File: src/rtl/exe_hazard_ctrl.sv
// Execute-stage hazard/forwarding controller: shadow EXE/MEM/WB scoreboard, load-use stall, operand forward selects.
// Optional macro FORWARD_EN enables MEM/WB forwarding; without it, any in-flight producer in EXE/MEM stalls the consumer.
module exe_hazard_ctrl #(
  parameter int unsigned REG_W = 4,
  parameter int unsigned CNT_W = 16
) (
  input  logic             clk,
  input  logic             rst,
  input  logic             freeze,
  input  logic             flush,
  input  logic [REG_W-1:0] id_src1,
  input  logic [REG_W-1:0] id_src2,
  input  logic             id_use1,
  input  logic             id_use2,
  input  logic [REG_W-1:0] id_dest,
  input  logic             id_wb_en,
  input  logic             id_mem_r_en,
  input  logic             id_valid,
  output logic             hazard,
  output logic [1:0]       sel_rn,
  output logic [1:0]       sel_rm,
  output logic [CNT_W-1:0] stall_cnt
);

  typedef struct packed {
    logic             valid;
    logic [REG_W-1:0] dest;
    logic             wb_en;
    logic             mem_r_en;
  } slot_t;

  slot_t exe_slot, mem_slot, wb_slot, id_slot;
  logic  exe_hit;
  logic  bubble;
  logic  unused_bits;

  always_comb begin
    id_slot          = '0;
    id_slot.valid    = 1'b1;
    id_slot.dest     = id_dest;
    id_slot.wb_en    = id_wb_en;
    id_slot.mem_r_en = id_mem_r_en;
  end

  always_comb begin
    exe_hit = exe_slot.valid & exe_slot.wb_en &
              ((id_use1 & (id_src1 == exe_slot.dest)) |
               (id_use2 & (id_src2 == exe_slot.dest)));
  end

`ifdef FORWARD_EN
  logic [REG_W-1:0] exe_src1, exe_src2;
  logic             exe_use1, exe_use2;

  // MEM wins over WB; a load still in MEM has no data yet, so it is skipped.
  function automatic logic [1:0] fwd_sel(input slot_t e, input logic rd,
                                         input logic [REG_W-1:0] src,
                                         input slot_t m, input slot_t w);
    if (!(e.valid && rd))
      return 2'd0;
    if (m.valid && m.wb_en && !m.mem_r_en && (m.dest == src))
      return 2'd1;
    if (w.valid && w.wb_en && (w.dest == src))
      return 2'd2;
    return 2'd0;
  endfunction

  always_comb begin
    hazard = id_valid & ~flush & exe_hit & exe_slot.mem_r_en;
    sel_rn = fwd_sel(exe_slot, exe_use1, exe_src1, mem_slot, wb_slot);
    sel_rm = fwd_sel(exe_slot, exe_use2, exe_src2, mem_slot, wb_slot);
  end
`else
  logic mem_hit;

  always_comb begin
    mem_hit = mem_slot.valid & mem_slot.wb_en &
              ((id_use1 & (id_src1 == mem_slot.dest)) |
               (id_use2 & (id_src2 == mem_slot.dest)));
    hazard  = id_valid & ~flush & (exe_hit | mem_hit);
    sel_rn  = '0;
    sel_rm  = '0;
  end
`endif

  assign bubble      = flush | hazard | ~id_valid;
  assign unused_bits = ^{wb_slot, mem_slot.mem_r_en};

  always_ff @(posedge clk) begin
    if (rst) begin
      exe_slot  <= '0;
      mem_slot  <= '0;
      wb_slot   <= '0;
      stall_cnt <= '0;
`ifdef FORWARD_EN
      exe_src1  <= '0;
      exe_src2  <= '0;
      exe_use1  <= 1'b0;
      exe_use2  <= 1'b0;
`endif
    end else if (!freeze) begin
      wb_slot  <= mem_slot;
      mem_slot <= exe_slot;
      exe_slot <= bubble ? '0 : id_slot;
`ifdef FORWARD_EN
      exe_src1 <= bubble ? '0 : id_src1;
      exe_src2 <= bubble ? '0 : id_src2;
      exe_use1 <= bubble ? 1'b0 : id_use1;
      exe_use2 <= bubble ? 1'b0 : id_use2;
`endif
      if (hazard && (stall_cnt != '1))
        stall_cnt <= stall_cnt + CNT_W'(1);
    end
  end

endmodule

File: config.mk
export PLATFORM = sky130hd
export DESIGN_NAME = exe_hazard_ctrl
export DESIGN_NICKNAME = d
export VERILOG_FILES = /design/src/rtl/exe_hazard_ctrl.sv
export SDC_FILE = /design/constraint.sdc
export NUM_CORES = 1
export LEC_CHECK = 0
export CORE_UTILIZATION = 42
export DETAILED_ROUTE_END_ITERATION = 7
export MAX_ROUTING_LAYER = met4
export PLACE_DENSITY = 0.8
export SYNTH_ARGS = -nofsm -noshare
export SYNTH_HDL_FRONTEND = slang
export SYNTH_SLANG_ARGS = --single-unit
export TNS_END_PERCENT = 100
File: constraint.sdc
create_clock -name clk -period 1.9 [get_ports clk]
set_input_delay 0.19 -clock clk [delete_from_list [all_inputs] [get_ports clk]]
set_output_delay 0.19 -clock clk [all_outputs]
set_load 0.01 [all_outputs]
==> flow_metrics.py <==
metrics = {
    "worst_setup_path": {
        "r2r_end": "stall_cnt[5]$_SDFFE_PP0P_",
        "worstSetupEndpoint": "stall_cnt[5]$_SDFFE_PP0P_",
        "critPathKind": "reg2reg",
        "critPathArrivalTime_ps": 2380,
        "timing.rr.start": "stall_cnt[0]$_SDFFE_PP0P_",
        "ff2ff_path_depth": 8,
        "r2r_slack_ps": -200,
        "crit_path_start_kind": "flop",
        "cp.required_ps": 2170,
        "crit_path_start": "stall_cnt[0]$_SDFFE_PP0P_",
        "crit_fanout": 6,
        "endpoint_kind": "flop",
    },
    "final_layout": {
        "fin_area_sq_um": 2240,
        "multi_input_area_sq_um": 980,
        "instances_no_fill": 269,
        "drive_above_1_share": 0.316,
        "fin_nets": 248,
        "n_fill_cell": 264,
        "antennaDiodeCount": 0,
        "final_cell_mix": "clkdlybuf4s50_1, buf_4, dfxtp_1",
        "final_common_cell": "clkdlybuf4s50_1",
        "seqCellArea_sq_um": 573,
        "syn_to_final_growth_pct": 54.8,
    },
    "routing": {
        "drt_first_iter_violations": 122,
        "wire_per_inst_um": 16.4,
        "drtAntennaViolNets": 0,
        "wl_um": 4400,
        "drc": 0,
        "vias": 1552,
        "vias_per_cell": 5.77,
        "dr.pass1.iters": 4,
    },
    "sta": {
        "hold_viol": 0,
        "max_freq_mhz": 475,
        "drv_slew": 0,
        "finClkSkew_ps": 2.86,
        "setup_ws_ps": -205,
        "period_share": 1.11,
        "grt_setup_unrepaired": "yes",
        "setup_viol": 21,
        "min_period_ps": 2100,
        "setup_tns_ps": -2510,
    },
    "grt": {
        "grt_pass1_wl_um": 6680,
        "grt_max_degree": 26,
        "grt_usage": 0.256,
        "antenna_found_initial": 0,
        "overflow": 0,
        "first_global_vias": 1535,
    },
    "floorplan": {
        "die_x_um": 60.7,
        "die_y_um": 60.7,
        "initial_core_util": 0.459,
        "ioPinCount": 42,
        "coreArea_sq_um": 3150,
        "dieArea_sq_um": 3680,
        "rows": 20,
    },
    "synthesis": {
        "synth_warnings": 0,
        "synthCells": 160,
        "yosysUniqueCellTypes": 33,
        "ys_ff_latch": 28,
        "synth-seq-area-share": 0.388,
        "syn_area_per_cell_sq_um": 9.04,
        "syn-cell-area_sq_um": 1450,
    },
    "placed_design": {
        "dp_hpwl_um": 3030,
        "place_worst_setup_slack_ps": -646,
        "placed_area_sq_um": 2020,
        "post-place-cells": 259,
        "place_congestion": 0.898,
        "portBuffers": 36,
    },
    "clocking": {
        "clkLatencyLatePin_ps": 330,
        "clockBufferDepth": 2,
        "tritoncts": "built",
        "root_buffer": "clkbuf_4",
        "path_clk_slew_ps": 150,
        "cts_buffers": 3,
        "cts.htree.levels": 1,
        "hold_buffers": 0,
        "cts.sinks": 28,
    },
    "pwr": {
        "power.density_nw_per_um2": 453,
        "irDropWorstVdd_uv": 270,
        "p_leak_nw": 0.807,
    },
    "min_path": {
        "hp-class": "in2reg",
    },
    "job": {
        "maxCapViolations": 0,
    },
    "run_status": {
        "outcome": "finished, violations left",
        "violations": "negative setup slack",
    },
}
worst max-delay path, cell delays in order, from the launching register on:
cell and delay (ps):
dfxtp_2 350, ha_1 210, and3_1 200, nor2b_2 170
nand4_1 160, buf_4 190, o211ai_4 120, or4_1 510
a21oi_1 150
worst min path at each step:
stage | from | end | cells past startpoint
3_3_place_gp | stall_cnt[9]$_SDFFE_PP0P_ | stall_cnt[9]$_SDFFE_PP0P_ | 2
4_1_cts | id_dest[1] | exe_slot[3]$_SDFFE_PP0N_ | 2
5_1_grt | id_dest[0] | exe_slot[2]$_SDFFE_PP0N_ | 2
6_report | id_dest[1] | exe_slot[3]$_SDFFE_PP0N_ | 2
2_1_floorplan | id_dest[0] | exe_slot[2]$_SDFFE_PP0N_ | 1
3_5_place_dp | stall_cnt[9]$_SDFFE_PP0P_ | stall_cnt[9]$_SDFFE_PP0P_ | 2
cell usage after synthesis:
library cell	instances	area share
dfxtp_1	28	0.39
nor2_1	18	0.047
a21oi_1	12	0.042
xnor2_1	9	0.055
xor2_1	9	0.055
nand3_1	8	0.028
nand4_1	8	0.035
mux2i_1	7	0.048
o31ai_1	7	0.036
or4_1	7	0.036
a22o_1	5	0.030
o21ai_0	5	0.017
or3_1	5	0.022
buf_4	4	0.021
clkbuf_1	4	0.010
nand2_1	3	0.0078
nor2b_1	3	0.013
inv_1	2	0.0052
nor4_1	2	0.0086
a22oi_1	1	0.0052
a41o_1	1	0.0069
and3_1	1	0.0043
buf_2	1	0.0035
buf_6	1	0.0078
conb_1	1	0.0026
ha_1	1	0.0086
mux2_2	1	0.0078
nand2b_1	1	0.0043
nor4b_1	1	0.0061
o2111ai_1	1	0.0061
o211ai_4	1	0.015
o21ai_4	1	0.011
or4_4	1	0.0078
cell type report:
class	count	area share
Multi-Input combinational cell	125	0.438
Timing Repair Buffer	66	0.262
Sequential cell	28	0.256
Tap cell	44	0.0246
Clock buffer	4	0.0162
Inverter	2	0.00335
per-stage QoR:
step                      hold slack [ps]  power [mW]   util
after floorplan                       316       0.662      -
after global placement                479       0.720  0.640
after detailed placement              504       0.724  0.640
after CTS                             455        1.01  0.665
after global routing                  451        1.06  0.710
final                                 457        1.01  0.710
where the power goes:
part / total, mW / switching (mW) / internal [mW] / leakage, nW
Clock: 0.295 / 0.178 / 0.117 / 0.0210
Combinational: 0.123 / 0.0550 / 0.0683 / 0.556
Sequential: 0.596 / 0.00414 / 0.592 / 0.230
Total: 1.01 / 0.237 / 0.777 / 0.807
routing by layer:
layer  share of wire  up-vias  routed length, um  GRT usage
li1                -      721                  -          -
met1            0.39      752               1700      0.266
met2            0.55       63               2400      0.463
met3           0.044       16                195     0.0384
met4           0.025        0                108      0.133
met5               0        -                  0          -
cell families (layout without fill, tap and decap cells):
| group | after synthesis | in the layout | synth area share |
|---|---|---|---|
| compound gates | 34 | 36 | 0.170 |
| other cells | 1 | 4 | 0.00259 |
| xor+xnor | 18 | 18 | 0.109 |
| simple gates | 58 | 58 | 0.219 |
| mux | 8 | 8 | 0.0562 |
| buf+inv | 12 | 72 | 0.0476 |
| fa+ha+maj | 1 | 1 | 0.00865 |
| flops | 28 | 28 | 0.388 |
repair_timing:
item                                    CTS  global route
resized for setup                         8            29
setup buffers                             1             3
gates cloned                              2             0
endpoints found under the setup margin   21            19
pin swaps                                 5            11
sequential cells by signal, indices dropped and copies added, names as in the netlist:
| register | cells |
|---|---|
| stall_cnt | 16 |
| exe_slot | 6 |
| mem_slot | 6 |
Note: power is estimated with default switching activity, not from simulation.
